`config.mk`:
```
export PLATFORM = sky130hd
export DESIGN_NAME = load_store_sequencer
export DESIGN_NICKNAME = d
export VERILOG_FILES = /design/src/rtl/load_store_sequencer.sv
export SDC_FILE = /design/constraint.sdc
export NUM_CORES = 1
export LEC_CHECK = 0
export ABC_AREA = 1
export BUFFER_PORTS_ARGS = -buffer_cell sky130_fd_sc_hd__buf_4
export CAP_MARGIN = 25
export CORE_MARGIN = 3
export CORE_UTILIZATION = 28
export CTS_CLUSTER_SIZE = 25
export DETAILED_ROUTE_END_ITERATION = 8
export HOLD_SLACK_MARGIN = 0.1
export PLACE_DENSITY = 0.51
export SYNTH_ARGS = -nofsm -noshare
export SYNTH_HDL_FRONTEND = slang
export SYNTH_SLANG_ARGS = --single-unit
```
`constraint.sdc`:
```
create_clock -name CLK -period 3.4 [get_ports CLK]
set_clock_uncertainty 0.15 [all_clocks]
set_input_delay 0.34 -clock CLK [delete_from_list [all_inputs] [get_ports CLK]]
set_output_delay 0.34 -clock CLK [all_outputs]
set_load 0.03 [all_outputs]
```
`src/rtl/load_store_sequencer.sv`:
```
// Memory-stage load/store sequencer: turns one byte-addressed access into one or two word accesses with lane enables.
// Build option MISALIGN_SPLIT_EN: when defined, word-crossing accesses are split; otherwise they are rejected with MisalignErr.
module load_store_sequencer (
  input  logic        CLK,
  input  logic        RSTn,
  input  logic        ReqValid,
  input  logic        ReqWrite,
  input  logic [1:0]  ReqSize,
  input  logic        ReqSigned,
  input  logic [31:0] ReqAddr,
  input  logic [31:0] ReqWData,
  output logic        ReqReady,
  output logic        StallM,
  output logic        RespValid,
  output logic [31:0] RespData,
  output logic        MisalignErr,
  output logic        MemReq,
  output logic [29:0] MemAddr,
  output logic [3:0]  MemWE,
  output logic [31:0] MemWData,
  input  logic        MemAck,
  input  logic [31:0] MemRData
);

  // Handshake: a request is taken on a rising edge with ReqValid & ReqReady; the
  // memory side holds MemReq/MemAddr/MemWE/MemWData steady until the edge that sees MemAck.
  typedef enum logic [1:0] {IDLE, ACC0, ACC1, RESP} state_t;

  state_t      state;
  logic [2:0]  req_nbytes;
  logic [3:0]  req_mask;
  logic        req_cross;
  logic [3:0]  req_we_lo;
  logic [31:0] req_wdata_lo;

  logic        op_write;
  logic [1:0]  op_size;
  logic        op_signed;
  logic [1:0]  op_off;
  logic [31:0] lo_buf;
  logic [31:0] hi_word;

  always_comb begin
    req_nbytes = 3'd4;
    req_mask   = 4'b1111;
    case (ReqSize)
      2'b00: begin req_nbytes = 3'd1; req_mask = 4'b0001; end
      2'b01: begin req_nbytes = 3'd2; req_mask = 4'b0011; end
      default: ;
    endcase
  end

  assign req_cross = ({2'b00, ReqAddr[1:0]} + {1'b0, req_nbytes}) > 4'd4;

`ifdef MISALIGN_SPLIT_EN
  logic [7:0]  mask_wide;
  logic [63:0] data_wide;
  logic        op_cross;
  logic [3:0]  we_hi;
  logic [31:0] wdata_hi;
  logic [31:0] hi_buf;

  assign mask_wide    = {4'b0000, req_mask} << ReqAddr[1:0];
  assign data_wide    = {32'b0, ReqWData} << {ReqAddr[1:0], 3'b000};
  assign req_we_lo    = mask_wide[3:0];
  assign req_wdata_lo = data_wide[31:0];
  assign hi_word      = hi_buf;
  assign MisalignErr  = 1'b0;
`else
  logic err_q;

  assign req_we_lo    = 4'({4'b0000, req_mask} << ReqAddr[1:0]);
  assign req_wdata_lo = ReqWData << {ReqAddr[1:0], 3'b000};
  assign hi_word      = 32'b0;
  assign MisalignErr  = err_q;
`endif

  function automatic logic [31:0] merge(input logic [63:0] words, input logic [1:0] off,
                                        input logic [1:0] size, input logic sgn);
    logic [31:0] raw;
    raw = 32'(words >> {off, 3'b000});
    case (size)
      2'b00:   merge = {{24{sgn & raw[7]}}, raw[7:0]};
      2'b01:   merge = {{16{sgn & raw[15]}}, raw[15:0]};
      default: merge = raw;
    endcase
  endfunction

  assign ReqReady = (state == IDLE);
  assign StallM   = ~ReqReady;
  assign RespData = (RespValid && !op_write && !MisalignErr)
                    ? merge({hi_word, lo_buf}, op_off, op_size, op_signed) : 32'b0;

  always_ff @(posedge CLK or negedge RSTn) begin
    if (!RSTn) begin
      state     <= IDLE;
      RespValid <= 1'b0;
      MemReq    <= 1'b0;
      MemAddr   <= '0;
      MemWE     <= '0;
      MemWData  <= '0;
      op_write  <= 1'b0;
      op_size   <= '0;
      op_signed <= 1'b0;
      op_off    <= '0;
      lo_buf    <= '0;
`ifdef MISALIGN_SPLIT_EN
      op_cross  <= 1'b0;
      we_hi     <= '0;
      wdata_hi  <= '0;
      hi_buf    <= '0;
`else
      err_q     <= 1'b0;
`endif
    end else begin
      case (state)
        IDLE: begin
          if (ReqValid) begin
            op_write  <= ReqWrite;
            op_size   <= ReqSize;
            op_signed <= ReqSigned;
            op_off    <= ReqAddr[1:0];
`ifndef MISALIGN_SPLIT_EN
            if (req_cross) begin
              // Rejected crossing access: answer straight away without touching memory.
              state     <= RESP;
              RespValid <= 1'b1;
              err_q     <= 1'b1;
            end else
`endif
            begin
              state    <= ACC0;
              MemReq   <= 1'b1;
              MemAddr  <= ReqAddr[31:2];
              MemWE    <= ReqWrite ? req_we_lo : 4'b0000;
              MemWData <= req_wdata_lo;
`ifdef MISALIGN_SPLIT_EN
              op_cross <= req_cross;
              we_hi    <= mask_wide[7:4];
              wdata_hi <= data_wide[63:32];
`endif
            end
          end
        end
        ACC0: begin
          if (MemAck) begin
            lo_buf <= MemRData;
`ifdef MISALIGN_SPLIT_EN
            if (op_cross) begin
              state    <= ACC1;
              MemAddr  <= MemAddr + 30'd1;
              MemWE    <= op_write ? we_hi : 4'b0000;
              MemWData <= wdata_hi;
            end else
`endif
            begin
              state     <= RESP;
              RespValid <= 1'b1;
              MemReq    <= 1'b0;
              MemAddr   <= '0;
              MemWE     <= '0;
              MemWData  <= '0;
            end
          end
        end
`ifdef MISALIGN_SPLIT_EN
        ACC1: begin
          if (MemAck) begin
            hi_buf    <= MemRData;
            state     <= RESP;
            RespValid <= 1'b1;
            MemReq    <= 1'b0;
            MemAddr   <= '0;
            MemWE     <= '0;
            MemWData  <= '0;
          end
        end
`endif
        RESP: begin
          state     <= IDLE;
          RespValid <= 1'b0;
`ifndef MISALIGN_SPLIT_EN
          err_q     <= 1'b0;
`endif
        end
        default: state <= IDLE;
      endcase
    end
  end

endmodule

```
==> flow_metrics.tcl, run 1 <==
set metrics [dict create \
    status "complete, no violations" \
    syn_area_per_cell_sq_um 7.16 \
    area_growth_syn_to_layout_pct 37.3 \
    r2r_start "state[1]" \
    gp_congestion 0.787 \
    slowest_stage "dfrtp_1" \
    synth_nets 997 \
    crit_end "RespData[20]" \
    slowest_delay_ps 320 \
    antenna_found_initial 0 \
    fp.dieH_um 157 \
    cts_tree "yes" \
    grt_max_degree 69 \
    ctsLongestPathBuffers 2 \
    synth.distinct_cells 27 \
    cts_buffers 9 \
    synthTopCellsByCount "nand2_1, nand3_1, dfrtp_1" \
    clock_latency_ps 340 \
    firstDrtPassIters 5 \
    maxCapViolations 0 \
    power_uw 8440 \
    critical_path.cell_chain "buf_4 > inv_1 > nand2_1 > nand3_1 > nand3b_4 > nand3_2 > nand2_1 > inv_1 > buf_4" \
    p_per_area_nw_per_um2 969 \
    worstPathMaxFanout 26 \
    post_cts_buffers 0 \
    synth_flop_cell "dfrtp_1" \
    ir_worst_vdd_v 0.000459 \
    relSlewSlack 0.427 \
    fmax_ghz 0.362 \
    critPathKind "reg2out" \
    cp-end-kind "output port" \
    hpwl_um 14200 \
    start_util 0.288 \
    synthTopCellsByArea "dfrtp_1, nand2_1, nand3_1" \
    coreArea_sq_um 22000 \
    critPathLaunch "op_off[0]" \
    synth_most_common_cell "nand2_1" \
    yosysTopAreaCell "dfrtp_1" \
    rsz0062_at_grt "false" \
    ff2ff_path_depth 9 \
    track_usage 0.166 \
    rrSetupSlack_ps 900 \
    ys_seq_elements 109 \
    viasPerCell 4.60 \
    placementRows 54 \
    drt_wl_total_um 20800 \
    clock-root-buffer "clkbuf_16" \
    r2r-end "MemAddr[3]" \
    antenna_cells 0 \
    cp.required_ps 2910 \
    drc_errors 0 \
    holdCritPathClass "in2reg" \
    cp.arrival_ps 2280 \
    synth_cells 886 \
    syn_area_sq_um 6350 \
    worst_pin_slew_ps 855 \
    grt_overflow 0 \
    post_drt_wl_per_cell_um 15.1 \
    io_pins 207 \
    clkTransAtPathRegs_ps 80 \
    synth_edf_count 0 \
    synthArstFlopShare 1.00 \
    dieArea_sq_um 24500 \
    p_leak_uw 0.00486 \
    ys_seq_area_frac 0.430 \
    min_period_over_period 0.813 \
    yosys_warnings 0 \
    setup_viol 0 \
    grt_pass1_wl_um 33000 \
    cts.sinks 109 \
    htree_num_levels 3 \
    num_vias 6337 \
    drtAntennaViolNets 0 \
    drt_iter0_markers 354 \
    start_kind "flip-flop" \
    tns_ps 0 \
    synth_top_area_share 0.430 \
    die_w_um 157 \
    fill_cells 2340 \
    layout-drive-gt1-share 0.255 \
    slew_viol_final 0 \
    grt_pass1_vias 6145 \
    portBuffers 206 \
    holdWs_ps 157 \
    min_period_ps 2770 \
    finalHoldViolations 0 \
    final_nets 1203 \
]
## routing by layer
| layer | routed length (um) | vias up | GRT usage |
|---|---|---|---|
| met4 | 185 | 0 | 0.0304 |
| li1 | - | 3187 | - |
| met1 | 9290 | 2936 | 0.225 |
| met3 | 1790 | 12 | 0.0542 |
| met5 | 0 | - | 0 |
| met2 | 9540 | 202 | 0.265 |
## critical path, delay by kind of cell (launching register included)
kind | cells | cell delay, ps
buf+inv | 4 | 670
flops | 1 | 320
simple gates | 5 | 940
## power by group
group          switching [uW]  internal (uW)  total, uW
clock network             513            580       1090
registers                 445           1910       2360
logic                    3250           1740       4990
total                    4210           4230       8440
## area by class of cell
cell class | count | area, sq um | share of cell area
Clock buffer | 10 | 229 | 0.0263
Clock inverter | 6 | 70.1 | 0.00804
Inverter | 67 | 251 | 0.0289
Multi-Input combinational cell | 649 | 3070 | 0.352
Sequential cell | 109 | 2730 | 0.313
Tap cell | 280 | 350 | 0.0402
Timing Repair Buffer | 256 | 2020 | 0.232
## kinds of logic after synthesis
family                     after synthesis  synth area share
and+or+nand+nor                        554             0.359
buffers and inverters                  128            0.0877
DFF                                    109             0.430
AOI/OAI and AO/OA                       55            0.0503
muxes                                   33            0.0585
adders and majority gates                7            0.0150
## registers in the layout (all words and copies together) (netlist names)
register / cells
MemWE: 4
RespValid: 1
MemReq: 1
MemWData: 32
op_off: 2
op_size: 2
lo_buf: 32
state: 2
MemAddr: 30
op_signed: 1
op_write: 1
MisalignErr: 1
## cells in the final DEF, fill, tap and decap left out, types with 5 or more instances in the layout
master	netlist	layout
a21oi_1	33	33
a31oi_1	7	7
buf_4	10	221
clkbuf_16	0	9
dfrtp_1	109	109
dlygate4sd3_1	0	34
ha_1	6	5
inv_1	63	63
mux2_2	33	33
nand2_1	359	359
nand3_1	116	116
nor2_1	64	64
nor3_1	8	8
o21ai_0	5	5
o21bai_1	8	8
## through the flow
stage	util	worst slack, ps	cell area [sq um]	std cells
final	0.396	635	8710	1377
after floorplan	-	1290	6350	886
after detailed placement	0.367	734	8070	1327
after global routing	0.396	500	8710	1377
after CTS	0.396	651	8710	1377
after global placement	0.367	767	8070	1327
## repair_timing
action                    4_1_cts  5_1_grt
hold endpoints to repair       75        0
resized for setup               0        0
hold buffers                   34        0
## worst min-delay path by stage
stage / depth (start not counted) / endpoint / startpoint
6_report: 5 / MemAddr[29] / ReqAddr[31]
5_1_grt: 5 / MemAddr[0] / ReqAddr[2]
4_1_cts: 5 / MemAddr[29] / ReqAddr[31]
3_5_place_dp: 1 / MemAddr[10] / RSTn
3_3_place_gp: 1 / MemAddr[11] / RSTn
2_1_floorplan: 0 / MemAddr[0] / RSTn
Note: power is estimated with default switching activity, not from simulation.
==> inputs of run 2 (changes only) <==
==> constraint.sdc (replaced) <==
create_clock -name CLK -period 2.85 [get_ports CLK]
set_clock_uncertainty 0.15 [all_clocks]
set_input_delay 0.285 -clock CLK [delete_from_list [all_inputs] [get_ports CLK]]
set_output_delay 0.285 -clock CLK [all_outputs]
set_load 0.03 [all_outputs]
==> run 2 against run 1 <==
Critical endpoint is now RespData[19]. First-iteration DRC count is 14% lower. Sequential share of layout area decreased by 0.84 points. Clock power rose by 18%. Die area unchanged. Power is 20% higher.
==> flow_metrics.tcl, run 2 (synthesis gave the netlist of run 1 again) <==
set metrics [dict create \
    drc_errors 0 \
    drt_iter0_markers 305 \
    grt_pass1_wl_um 33100 \
    post_drt_wl_per_cell_um 14.8 \
    grt_max_degree 79 \
    maxCapViolations 0 \
    coreArea_sq_um 22000 \
    setup_viol 0 \
    final_cell_mix "nand2_1, buf_4, nand3_1, dfrtp_1, nor2_1" \
    min_period_over_period 0.895 \
    power.internal_uw 5150 \
    grt_overflow 0 \
    fill_cells 2324 \
    ir_worst_vdd_v 0.000545 \
    fmax_ghz 0.392 \
    post_cts_buffers 0 \
    drt_wl_total_um 20700 \
    slew_viol_final 0 \
    min_from "ReqAddr[23]" \
    cp.arrival_ps 2120 \
    p_leak_uw 0.00496 \
    portBuffers 206 \
    cts.sinks 109 \
    io_pins 207 \
    cts_buffers 9 \
    r2r-end "lo_buf[23]" \
    cp.required_ps 2410 \
    sw_frac_of_total 0.493 \
    fp.dieH_um 157 \
    seqPwrFrac 0.280 \
    worst_pin_slew_ps 497 \
    min_period_ps 2550 \
    worstPathMaxFanout 31 \
    rrSetupSlack_ps 810 \
    crit_end "RespData[19]" \
    firstDrtPassIters 4 \
    start_util 0.288 \
    power_uw 10100 \
    tns_ps 0 \
    final_nets 1224 \
    grt_pass1_vias 6155 \
    hpwl_um 14300 \
    clock_latency_ps 350 \
    r2r_start "state[1]" \
    htree_num_levels 3 \
    cp-end-kind "output port" \
    finalHoldViolations 0 \
    cts_tree "yes" \
    clkTransAtPathRegs_ps 70 \
    placementRows 54 \
    viasPerCell 4.52 \
    ff2ff_path_depth 6 \
    met2_length_um 9350 \
    critPathLaunch "op_off[0]" \
    track_usage 0.168 \
    combPwrFrac 0.593 \
    switchingPower_uw 5000 \
    drtAntennaViolNets 0 \
    status "complete, no violations" \
    die_w_um 157 \
    holdCritPathClass "in2reg" \
    layout-drive-gt1-share 0.250 \
    layout_commonest_cell "nand2_1" \
    critPathKind "reg2out" \
    top_regs "MemWData: 32 flops, lo_buf: 32 flops, MemAddr: 30 flops" \
    antenna_cells 0 \
    clock-root-buffer "clkbuf_16" \
    ctsLongestPathBuffers 2 \
    start_kind "flip-flop" \
    wl_met1_um 9510 \
    p_per_area_nw_per_um2 1130 \
    clockPowerShare 0.127 \
    antenna_found_initial 0 \
    relSlewSlack 0.669 \
    top_layer "met4" \
    gp_congestion 0.820 \
    area_growth_syn_to_layout_pct 41.0 \
    rsz0062_at_grt "false" \
    dr_wl_met3_um 1560 \
    num_vias 6312 \
    dieArea_sq_um 24500 \
]
-- run 2: area by class of cell --
class,instances,area (sq um),share of cell area
multi-input combinational,649,3070,0.342
inverter,67,251,0.0281
sequential,109,2730,0.305
tap,280,350,0.0391
clock buffer,13,250,0.0280
timing repair buffer,277,2260,0.253
clock inverter,3,45.0,0.00503
-- run 2: worst max-delay path, stage by stage (launching register included) --
cell     delay (ps)
dfrtp_1         460
inv_1           260
buf_4           350
nand2_1          80
nand2_1          90
nand2_1          60
a21oi_1         190
nand2_1          70
inv_1            60
buf_4           150
-- run 2: through the flow --
step	cells	worst slack, ps	cell area, sq um	utilization	hold slack (ps)
finish	1398	299	8950	0.406	113
global route	1398	61.9	8950	0.406	102
CTS	1398	286	8950	0.406	100
detailed placement	1329	587	8130	0.369	105
global placement	1329	597	8130	0.369	109
floorplan	886	737	6350	-	-161
-- run 2: how the worst min path moves through the flow --
stage | end | slack [ps] | cells past startpoint
3_3_place_gp | MemAddr[4] | 110 | 1
5_1_grt | MemAddr[21] | 100 | 5
4_1_cts | MemAddr[26] | 100 | 5
3_5_place_dp | MemAddr[4] | 110 | 1
2_1_floorplan | MemAddr[0] | -160 | 0
6_report | MemAddr[21] | 110 | 5
-- run 2: power by group through the flow --
stage / combinational [uW] / sequential (uW) / clock (uW)
floorplan: 3340 / 3500 / 0
global placement: 6010 / 2880 / 0
detailed placement: 6040 / 2870 / 0
CTS: 6100 / 2860 / 1340
global route: 6660 / 2950 / 1400
finish: 6010 / 2850 / 1290
-- run 2: layer usage --
metal  vias up  GRT usage
met4         0     0.0354
met1      2896      0.221
met2       166      0.268
li1       3234          -
met5         -          0
met3        16     0.0603
-- run 2: what timing repair did --
action | CTS | global route
gates resized for setup | 0 | 0
hold endpoints to repair | 83 | 0
hold buffers | 53 | 0
